<file path="src/rtl/quick_spi_master_mc.sv">
// SPI master with configurable word width, runtime clock divider, all four
// CPOL/CPHA modes, MSB/LSB-first ordering and multiple active-low chip selects.
module quick_spi_master_mc #(
  parameter int DATA_WIDTH   = 8,
  parameter int CS_COUNT     = 1,
  parameter int DIV_WIDTH    = 8,
  parameter int CS_SEL_WIDTH = 1
) (
  input  logic                    clk,
  input  logic                    rst,
  input  logic                    start,
  input  logic [DATA_WIDTH-1:0]   data_in,
  input  logic [CS_SEL_WIDTH-1:0] cs_sel,
  input  logic                    cpol,
  input  logic                    cpha,
  input  logic                    lsb_first,
  input  logic [DIV_WIDTH-1:0]    clk_div,
  input  logic                    miso,
  output logic                    mosi,
  output logic                    sck,
  output logic [CS_COUNT-1:0]     cs_n,
  output logic [DATA_WIDTH-1:0]   data_out,
  output logic                    busy,
  output logic                    new_data
);

  localparam int BW = $clog2(DATA_WIDTH) + 1;

  typedef enum logic [1:0] {IDLE, CS_SETUP, TRANSFER, CS_HOLD} state_t;

  state_t                  state_q, state_d;
  logic [DIV_WIDTH-1:0]    hp_q, hp_d, div_q, div_d;
  logic [BW-1:0]           bit_q, bit_d;
  logic                    sck_q, sck_d, mosi_q, mosi_d, new_data_q, new_data_d;
  logic [CS_COUNT-1:0]     cs_n_q, cs_n_d;
  logic [DATA_WIDTH-1:0]   data_out_q, data_out_d, tx_q, tx_d, rx_q, rx_d;
  logic                    cpol_q, cpol_d, cpha_q, cpha_d, lsb_q, lsb_d;
  logic                    tick, lead;

  // Maps the k-th bit in wire order to its weight in the word.
  function automatic logic [BW-1:0] bit_pos(input logic [BW-1:0] k, input logic lsb);
    return lsb ? k : (BW'(DATA_WIDTH - 1) - k);
  endfunction

  function automatic logic pick_bit(input logic [DATA_WIDTH-1:0] w, input logic [BW-1:0] pos);
    logic [DATA_WIDTH-1:0] s;
    s = w >> pos;
    return s[0];
  endfunction

  function automatic logic [DATA_WIDTH-1:0] put_bit(input logic [DATA_WIDTH-1:0] w,
                                                    input logic [BW-1:0] pos, input logic b);
    logic [DATA_WIDTH-1:0] mask;
    mask = {{(DATA_WIDTH-1){1'b0}}, 1'b1} << pos;
    return b ? (w | mask) : (w & ~mask);
  endfunction

  assign tick = (hp_q == div_q);
  assign lead = (sck_q == cpol_q);

  always_comb begin
    state_d    = state_q;
    hp_d       = hp_q;
    bit_d      = bit_q;
    sck_d      = sck_q;
    mosi_d     = mosi_q;
    cs_n_d     = cs_n_q;
    data_out_d = data_out_q;
    new_data_d = 1'b0;
    tx_d       = tx_q;
    rx_d       = rx_q;
    div_d      = div_q;
    cpol_d     = cpol_q;
    cpha_d     = cpha_q;
    lsb_d      = lsb_q;
    unique case (state_q)
      IDLE: begin
        sck_d  = cpol;
        mosi_d = 1'b0;
        cs_n_d = '1;
        hp_d   = '0;
        bit_d  = '0;
        if (start) begin
          state_d = CS_SETUP;
          tx_d    = data_in;
          div_d   = clk_div;
          cpol_d  = cpol;
          cpha_d  = cpha;
          lsb_d   = lsb_first;
          for (int i = 0; i < CS_COUNT; i++) cs_n_d[i] = (32'(cs_sel) != 32'(i));
          if (!cpha) mosi_d = pick_bit(data_in, bit_pos('0, lsb_first));
        end
      end
      CS_SETUP: begin
        if (tick) begin
          hp_d    = '0;
          state_d = TRANSFER;
        end else begin
          hp_d = hp_q + DIV_WIDTH'(1);
        end
      end
      TRANSFER: begin
        if (tick) begin
          hp_d  = '0;
          sck_d = ~sck_q;
          // Leading edge moves SCK away from its idle level.
          if (lead) begin
            if (!cpha_q) rx_d = put_bit(rx_q, bit_pos(bit_q, lsb_q), miso);
            else         mosi_d = pick_bit(tx_q, bit_pos(bit_q, lsb_q));
          end else begin
            if (cpha_q) rx_d = put_bit(rx_q, bit_pos(bit_q, lsb_q), miso);
            bit_d = bit_q + BW'(1);
            if (bit_q == BW'(DATA_WIDTH - 1)) begin
              state_d = CS_HOLD;
            end else if (!cpha_q) begin
              mosi_d = pick_bit(tx_q, bit_pos(bit_q + BW'(1), lsb_q));
            end
          end
        end else begin
          hp_d = hp_q + DIV_WIDTH'(1);
        end
      end
      CS_HOLD: begin
        if (tick) begin
          hp_d       = '0;
          state_d    = IDLE;
          cs_n_d     = '1;
          mosi_d     = 1'b0;
          data_out_d = rx_q;
          new_data_d = 1'b1;
        end else begin
          hp_d = hp_q + DIV_WIDTH'(1);
        end
      end
      default: state_d = IDLE;
    endcase
  end

  always_ff @(posedge clk) begin
    if (!rst) begin
      state_q    <= IDLE;
      hp_q       <= '0;
      bit_q      <= '0;
      sck_q      <= 1'b0;
      mosi_q     <= 1'b0;
      cs_n_q     <= '1;
      data_out_q <= '0;
      new_data_q <= 1'b0;
    end else begin
      state_q    <= state_d;
      hp_q       <= hp_d;
      bit_q      <= bit_d;
      sck_q      <= sck_d;
      mosi_q     <= mosi_d;
      cs_n_q     <= cs_n_d;
      data_out_q <= data_out_d;
      new_data_q <= new_data_d;
    end
  end

  // Latched transfer configuration and shift data carry no reset.
  always_ff @(posedge clk) begin
    tx_q   <= tx_d;
    rx_q   <= rx_d;
    div_q  <= div_d;
    cpol_q <= cpol_d;
    cpha_q <= cpha_d;
    lsb_q  <= lsb_d;
  end

  assign mosi     = mosi_q;
  assign sck      = sck_q;
  assign cs_n     = cs_n_q;
  assign data_out = data_out_q;
  assign new_data = new_data_q;
  assign busy     = (state_q != IDLE);

endmodule

</file>
<file path="config.mk">
export PLATFORM = sky130hd
export DESIGN_NAME = quick_spi_master_mc
export DESIGN_NICKNAME = d
export VERILOG_FILES = /design/src/rtl/quick_spi_master_mc.sv
export SDC_FILE = /design/constraint.sdc
export NUM_CORES = 1
export LEC_CHECK = 0
export BUFFER_PORTS_ARGS = -buffer_cell sky130_fd_sc_hd__buf_2
export CORE_ASPECT_RATIO = 1.2
export CORE_UTILIZATION = 57
export DETAILED_ROUTE_END_ITERATION = 7
export PLACE_DENSITY = 0.9
export SYNTH_ARGS = -nofsm -noshare
export SYNTH_HDL_FRONTEND = slang
export SYNTH_SLANG_ARGS = --single-unit
</file>
<file path="constraint.sdc">
create_clock -name clk -period 3.7 [get_ports clk]
set_input_delay 0.37 -clock clk [delete_from_list [all_inputs] [get_ports clk]]
set_output_delay 0.37 -clock clk [all_outputs]
set_load 0.01 [all_outputs]
</file>
==> Flow_metrics.wiki, run 1 <==
{| class="wikitable"
! Metric !! Value
|-
| Top delay family on crit path || multiplexers
|-
| Worst endpoint data arrival time || roughly 2400 ps
|-
| Starting utilization of the core area || 60.7%
|-
| Total Nets Final || roughly 290
|-
| Hold Slack || between 200 and 250 ps
|-
| Cell at the slowest stage of the critical path || sky130_fd_sc_hd__mux4_1
|-
| Final Max Tran Viols || 0
|-
| Final critical path time including I/O delays and setup || 2160 ps
|-
| Buffering stage count on the worst path with inverters included || 1
|-
| IO buf count || 36
|-
| DIE WIDTH || roughly 62 um
|-
| Post-Route Skew || around 7.4 ps
|-
| Total number of vias || 1674
|-
| Synth Register Bits || 53
|-
| Clock tree sinks || between 50 and 60
|-
| VDD IR-drop max || 0.417 mV
|-
| Maximum clock path buffer count || 2
|-
| Total power draw || ~1600 uW
|-
| Worst path max stage delay || approximately 600 ps
|-
| Number of synthesized flops with an enable pin || 27
|-
| Final cell utilization of the core || between 60% and 70%
|-
| Synthesized netlist cell count || around 220
|-
| Number of placed instances, taps included || 299
|-
| Synth async-reset ratio || 0%
|-
| Global-route wire length before repair || 7200 um
|-
| Synthesized netlist net count || about 250
|-
| Htree depth || 2
|-
| DRC violation count after routing || 0
|-
| Number of fill cells || 289
|-
| Core Footprint || 4040 um2
|-
| Required time of the critical path || about 4000 ps
|-
| TritonCTS clock tree || done
|-
| Startpoint-to-endpoint class of the critical path || reg2reg
|-
| Later-pin clock latency in the skew report || 310 ps
|-
| Setup-failing EPs final || 0
|-
| Summed instance area of the synthesized netlist || 2450 um2
|-
| Count of different cell masters after synthesis || 41
|-
| Hold violation count in the final report || 0
|-
| Total track usage || between 20% and 30%
|-
| Top flip-flop cell by instance count after synthesis || sky130_fd_sc_hd__edfxtp_1
|-
| Routability Congestion || ~0.84
|-
| Non-filler instance count after layout || 307
|-
| Class of the tightest hold or removal check || in2reg
|-
| Total of hold buffers inserted after clock tree synthesis || 0
|-
| Worst Setup End Kind || flop
|-
| Largest net degree at the start of global routing || 20
|-
| Number of DRC markers after the initial detailed-route iteration || 93
|-
| Placed wire-length estimate || 3210 um
|-
| Global route overflow || 0
|-
| Clock Tree Root || sky130_fd_sc_hd__clkbuf_8
|-
| Total length of routed wires || between 4000 and 5000 um
|-
| Die height || 73.8 um
|-
| Worst Tran Pin Value || between 800 and 900 ps
|-
| Die footprint || roughly 4600 um2
|-
| Number of global-route vias before repair || around 1600
|-
| Share of the yosys chip area belonging to registers || between 50% and 60%
|-
| CTS resizes || 0
|-
| Area Growth Syn to Fin || 13.8%
|-
| Boundary pin count || 37
|-
| Iteration count of the initial detailed-routing pass || 5
|-
| # Post-CTS Setup Buffers || 0
|-
| Max-capacitance violation count || 0
|-
| Number of antenna cells inserted || 0
|-
| Fraction of layout instances using a drive strength above 1 || between 20% and 30%
|-
| Highest clock rate || roughly 460 MHz
|-
| Clock buffer count from CTS || 5
|-
| Power density cells || between 500 and 600 nW/um2
|-
| Core Rows || 25
|-
| Number of antenna violations at the first check in global routing || 0
|-
| Standby leakage power || between 0.001 and 0.0015 uW
|-
| Detail-routed via count per cell || around 5.5
|-
| Accumulated negative setup slack || 0 ps
|-
| Mean post-synth cell area || roughly 11 um2
|-
| Wire length per cell after detailed routing || 14.2 um
|-
| Final critical-path share of the clock period || a little under 60%
|-
| CP Max Fanout || 7
|-
| Sequence of cells on the critical path || xor2_2 > inv_2 > xnor2_2 > mux4_1 > mux2i_1 > o211ai_2
|-
| Setup repair after global routing missed its margin || false
|-
| Setup crit start kind || flop
|-
| Clock slew at the register clock pins of the worst setup and hold paths || roughly 90 ps
|-
| YS warnings || 0
|-
| Max-Slew Margin vs Limit || ~45%
|-
| Antenna violation net count after detailed routing || 0
|-
| Status || complete, no violations
|}
==> kinds of logic after synthesis <==
family / synth area share (%)
AOI/OAI and AO/OA: 6.49
xor gates and xnor gates: 8.49
adders and majority gates: 4.60
buffers and inverters: 2.81
DFF: 54.4
muxes: 7.21
and+or+nand+nor: 16.0
==> per-stage QoR <==
step / setup WS, ps / area, um2
after detailed placement: 1560 / 2660
after floorplan: 1680 / 2450
after global routing: 1390 / 2780
final: 1540 / 2780
after global placement: 1580 / 2660
after CTS: 1540 / 2780
==> cells in the final DEF, fill, tap and decap left out, types with 6 or more instances in the layout <==
cell type	count
sky130_fd_sc_hd__nor2_1	34
sky130_fd_sc_hd__xor2_1	6
sky130_fd_sc_hd__mux2i_1	15
sky130_fd_sc_hd__ha_1	9
sky130_fd_sc_hd__nand2_1	11
sky130_fd_sc_hd__nand3_1	8
sky130_fd_sc_hd__edfxtp_1	27
sky130_fd_sc_hd__dfxtp_1	26
sky130_fd_sc_hd__xnor2_1	14
sky130_fd_sc_hd__buf_2	36
sky130_fd_sc_hd__inv_1	8
==> where the power goes <==
group          internal [uW]  switching, uW  total [uW]  leakage [uW]
registers                711           50.5         762      0.000463
logic                    211            276         487      0.000624
clock network            214            184         399     0.0000645
total                   1140            511        1650       0.00115
==> per-layer routing <==
layer / track usage, % / wire (um)
met1: 25.7 / 1730
met3: 5.28 / 226
met5: 0 / 0
met2: 37.6 / 2310
met4: 9.88 / 89
==> synth_stat cells, types with 3 or more instances <==
master / n / area (um2)
sky130_fd_sc_hd__nor2_1: 34 / 128
sky130_fd_sc_hd__edfxtp_1: 27 / 811
sky130_fd_sc_hd__dfxtp_1: 26 / 521
sky130_fd_sc_hd__mux2i_1: 15 / 150
sky130_fd_sc_hd__xnor2_1: 14 / 123
sky130_fd_sc_hd__nand2_1: 11 / 41.3
sky130_fd_sc_hd__ha_1: 9 / 113
sky130_fd_sc_hd__clkbuf_1: 8 / 30.0
sky130_fd_sc_hd__inv_1: 8 / 30.0
sky130_fd_sc_hd__nand3_1: 8 / 40.0
sky130_fd_sc_hd__xor2_1: 6 / 52.6
sky130_fd_sc_hd__a21oi_1: 5 / 25.0
sky130_fd_sc_hd__a22oi_1: 5 / 37.5
sky130_fd_sc_hd__nand4_1: 5 / 31.3
sky130_fd_sc_hd__nor2b_1: 4 / 25.0
sky130_fd_sc_hd__and2_1: 3 / 18.8
sky130_fd_sc_hd__and3_1: 3 / 18.8
==> worst register-to-register path, cell delays in order (launching register included) <==
cell and delay, ps:
sky130_fd_sc_hd__dfxtp_1 440, sky130_fd_sc_hd__xor2_2 330, sky130_fd_sc_hd__inv_2 110, sky130_fd_sc_hd__xnor2_2 290, sky130_fd_sc_hd__mux4_1 600, sky130_fd_sc_hd__mux2i_1 180, sky130_fd_sc_hd__o211ai_2 100
==> final cells by class <==
cell class / instances / area, um2 / share of cell area (%)
clock inverters: 1 / 5.00 / 0.180
well taps: 54 / 67.6 / 2.43
flip-flops and latches: 53 / 1330 / 47.8
repair buffers: 36 / 180 / 6.47
clock buffers: 7 / 119 / 4.27
multi-input cells: 147 / 1050 / 37.6
inverters: 9 / 33.8 / 1.21
==> worst paths after layout <==
kind	start	end	slack, ps	cells after the start
max reg2reg	sck$_SDFFE_PN0P_	mosi$_SDFFE_PN0P_	1540	6
min	data_in[3]	tx_q[3]$_DFFE_PP_	230	1
min reg2reg	flop	data_out[6]$_SDFFE_PN0P_	490	2
max	sck$_SDFFE_PN0P_	mosi$_SDFFE_PN0P_	1540	6
Note: power is estimated with default switching activity, not from simulation.
==> run 2, diff against run 1 <==
--- a/config.mk
+++ b/config.mk
@@ -7,9 +7,9 @@
 export LEC_CHECK = 0
 export BUFFER_PORTS_ARGS = -buffer_cell sky130_fd_sc_hd__buf_2
 export CORE_ASPECT_RATIO = 1.2
-export CORE_UTILIZATION = 57
+export CORE_UTILIZATION = 51
 export DETAILED_ROUTE_END_ITERATION = 7
-export PLACE_DENSITY = 0.9
+export PLACE_DENSITY = 0.86
 export SYNTH_ARGS = -nofsm -noshare
 export SYNTH_HDL_FRONTEND = slang
 export SYNTH_SLANG_ARGS = --single-unit
==> constraint.sdc (replaced) <==
create_clock -name clk -period 1.9 [get_ports clk]
set_input_delay 0.19 -clock clk [delete_from_list [all_inputs] [get_ports clk]]
set_output_delay 0.19 -clock clk [all_outputs]
set_load 0.01 [all_outputs]
==> run 2 against run 1 <==
  * The flow now finishes with violations (negative setup slack)
  * Combinational power grew to 2.5 times the previous value
  * Routed wire length grew 6.4%
  * Clock power grew 54%
  * Global-route usage shrank 1.9 points
  * Hold slack lost 180 ps
  * Largest cell class unchanged
  * Highest routed layer unchanged
==> Flow_metrics.wiki, run 2 (synthesis results as in run 1) <==
{| class="wikitable"
! Metric !! Value
|-
| Min setup slack post-route || -34.4 ps
|-
| Core Rows || 27
|-
| Metal3 WL || about 230 um
|-
| Minimum setup slack among reg-to-reg paths || -30 ps
|-
| Post-route met1 wirelength || between 1500 and 2000 um
|-
| Total number of vias || approximately 1700
|-
| Setup repair after global routing missed its margin || true
|-
| Maximum clock path buffer count || 2
|-
| Fraction of layout instances using a drive strength above 1 || 35.0%
|-
| Later-pin clock latency in the skew report || 310 ps
|-
| Boundary pin count || 37
|-
| VDD IR-drop max || 0.751 mV
|-
| Clock tree sinks || 53
|-
| Number of DRC markers after the initial detailed-route iteration || 80
|-
| Startpoint-to-endpoint class of the critical path || reg2reg
|-
| Global route overflow || 0
|-
| Setup-failing EPs final || 1
|-
| Htree depth || 2
|-
| Top layer reached by signal wires || met4
|-
| Total Nets Final || just over 300
|-
| Die height || 77.9 um
|-
| Number of fill cells || 347
|-
| Required time of the critical path || around 2200 ps
|-
| Highest clock rate || 517 MHz
|-
| Die footprint || about 5000 um2
|-
| Global-route wire length before repair || 7650 um
|-
| Max-capacitance violation count || 0
|-
| Setup crit start kind || flop
|-
| Sequence of cells on the critical path || xor2_2 > buf_4 > ha_2 > nor2_1 > and3_1 > o22ai_2 > or4_4 > o211ai_2
|-
| Number of antenna cells inserted || 0
|-
| Buffering stage count on the worst path with inverters included || 1
|-
| Worst Setup End Kind || flop
|-
| Failing checks || negative setup slack
|-
| Clock buffer count from CTS || 5
|-
| Hold Slack || about 52 ps
|-
| Area Growth Syn to Fin || 23.0%
|-
| Accumulated negative setup slack || -34.4 ps
|-
| Total track usage || 20.2%
|-
| Largest net degree at the start of global routing || 20
|-
| Commonest cells after routing, fill and taps aside || sky130_fd_sc_hd__buf_2 (36), sky130_fd_sc_hd__nor2_1 (29), sky130_fd_sc_hd__edfxtp_1 (27), sky130_fd_sc_hd__dfxtp_1 (25), sky130_fd_sc_hd__buf_4 (21)
|-
| DIE WIDTH || approximately 65 um
|-
| Worst endpoint data arrival time || ~2200 ps
|-
| Footprint of the flip-flops and latches || approximately 1300 um2
|-
| Max-Slew Margin vs Limit || 71.2%
|-
| Most common cell after layout, fill and taps aside || sky130_fd_sc_hd__buf_2
|-
| Final cell utilization of the core || between 60% and 70%
|-
| Status || complete, but fails checks
|-
| Clock slew at the register clock pins of the worst setup and hold paths || 90 ps
|-
| Class of the tightest hold or removal check || in2reg
|-
| Worst path max stage delay || 520 ps
|-
| IO buf count || 36
|-
| Number of global-route vias before repair || about 1700
|-
| Starting utilization of the core area || between 50% and 60%
|-
| Antenna violation net count after detailed routing || 0
|-
| Post-Route Skew || roughly 5.9 ps
|-
| Met2 wire length || between 2000 and 2500 um
|-
| Final critical path time including I/O delays and setup || about 1900 ps
|-
| DRC violation count after routing || 0
|-
| Worst Tran Pin Value || roughly 430 ps
|-
| Wire length per cell after detailed routing || 14.0 um
|-
| Multi-input logic area || 1150 um2
|-
| Final Max Tran Viols || 0
|-
| Iteration count of the initial detailed-routing pass || 4
|-
| Number of antenna violations at the first check in global routing || 0
|-
| Power density cells || around 1100 nW/um2
|-
| Detail-routed via count per cell || ~5.3
|-
| Post-Place Setup Slack || -5.39 ps
|-
| Placed wire-length estimate || 3220 um
|-
| Routability Congestion || approximately 0.78
|-
| Standby leakage power || around 0.0013 uW
|-
| Total length of routed wires || around 4600 um
|-
| TritonCTS clock tree || done
|-
| Clock Tree Root || sky130_fd_sc_hd__clkbuf_8
|-
| CP Max Fanout || 2
|-
| Core Footprint || roughly 4600 um2
|-
| Top delay family on crit path || simple AND/OR/NAND/NOR gates
|-
| Cell at the slowest stage of the critical path || sky130_fd_sc_hd__or4_4
|-
| Hold violation count in the final report || 0
|-
| Final critical-path share of the clock period || 102%
|}
run 2: cell count changes in the layout (fill, tap and decap cells not counted), moves of 3 or more:
| cell | previous run | this run |
|---|---|---|
| sky130_fd_sc_hd__nor2_4 | 0 | 4 |
| sky130_fd_sc_hd__nor2_1 | 34 | 29 |
| sky130_fd_sc_hd__a21oi_1 | 5 | 2 |
| sky130_fd_sc_hd__buf_4 | 0 | 21 |
run 2: worst register-to-register path, delay by kind of cell (launching register included):
family | cells | cell delay (ps)
buffers and inverters | 1 | 150
AOI/OAI and AO/OA | 2 | 150
adders and majority gates | 1 | 160
xor gates and xnor gates | 1 | 220
and+or+nand+nor | 3 | 760
DFF | 1 | 450
run 2: power by group:
group / internal [uW] / switching (uW) / leakage (uW)
combinational: 600 / 633 / 0.000749
clock: 255 / 360 / 0.0000439
sequential: 1380 / 91.7 / 0.000464
total: 2240 / 1080 / 0.00126
run 2: final timing paths:
kind | from | cells past startpoint | endpoint
hold reg to reg | flop | 2 | data_out[1]$_SDFFE_PN0P_
hold / removal | clk_div[4] | 1 | div_q[4]$_DFFE_PP_
setup / recovery | cpol_q$_DFFE_PP_ | 8 | mosi$_SDFFE_PN0P_
setup reg to reg | cpol_q$_DFFE_PP_ | 8 | mosi$_SDFFE_PN0P_
run 2: final cells by class:
class	instances	share of cell area [%]
clock buffer	5	2.29
inverter	9	1.12
multi-input combinational	147	38.1
clock inverter	3	0.582
tap	58	2.41
timing repair buffer	57	11.2
sequential	53	44.3
run 2: through the flow:
step	power (uW)	cells	instance area [um2]
after global routing	3530	332	3010
after CTS	3280	333	2960
after global placement	2600	323	2840
after floorplan	2240	218	2480
after detailed placement	2630	323	2840
final	3320	332	3010
run 2: repair_timing:
item	4_1_cts	5_1_grt
gates cloned	0	0
hold buffers	0	0
endpoints found under the hold margin	0	0
gates resized for setup	4	13
pin swaps	8	8
setup endpoints to repair	9	18
buffers inserted	2	0
run 2: metal layers:
metal | GRT usage, % | vias up
li1 | - | 862
met3 | 4.85 | 12
met1 | 22.8 | 828
met4 | 11.3 | 0
met2 | 34.2 | 45
met5 | 0 | -
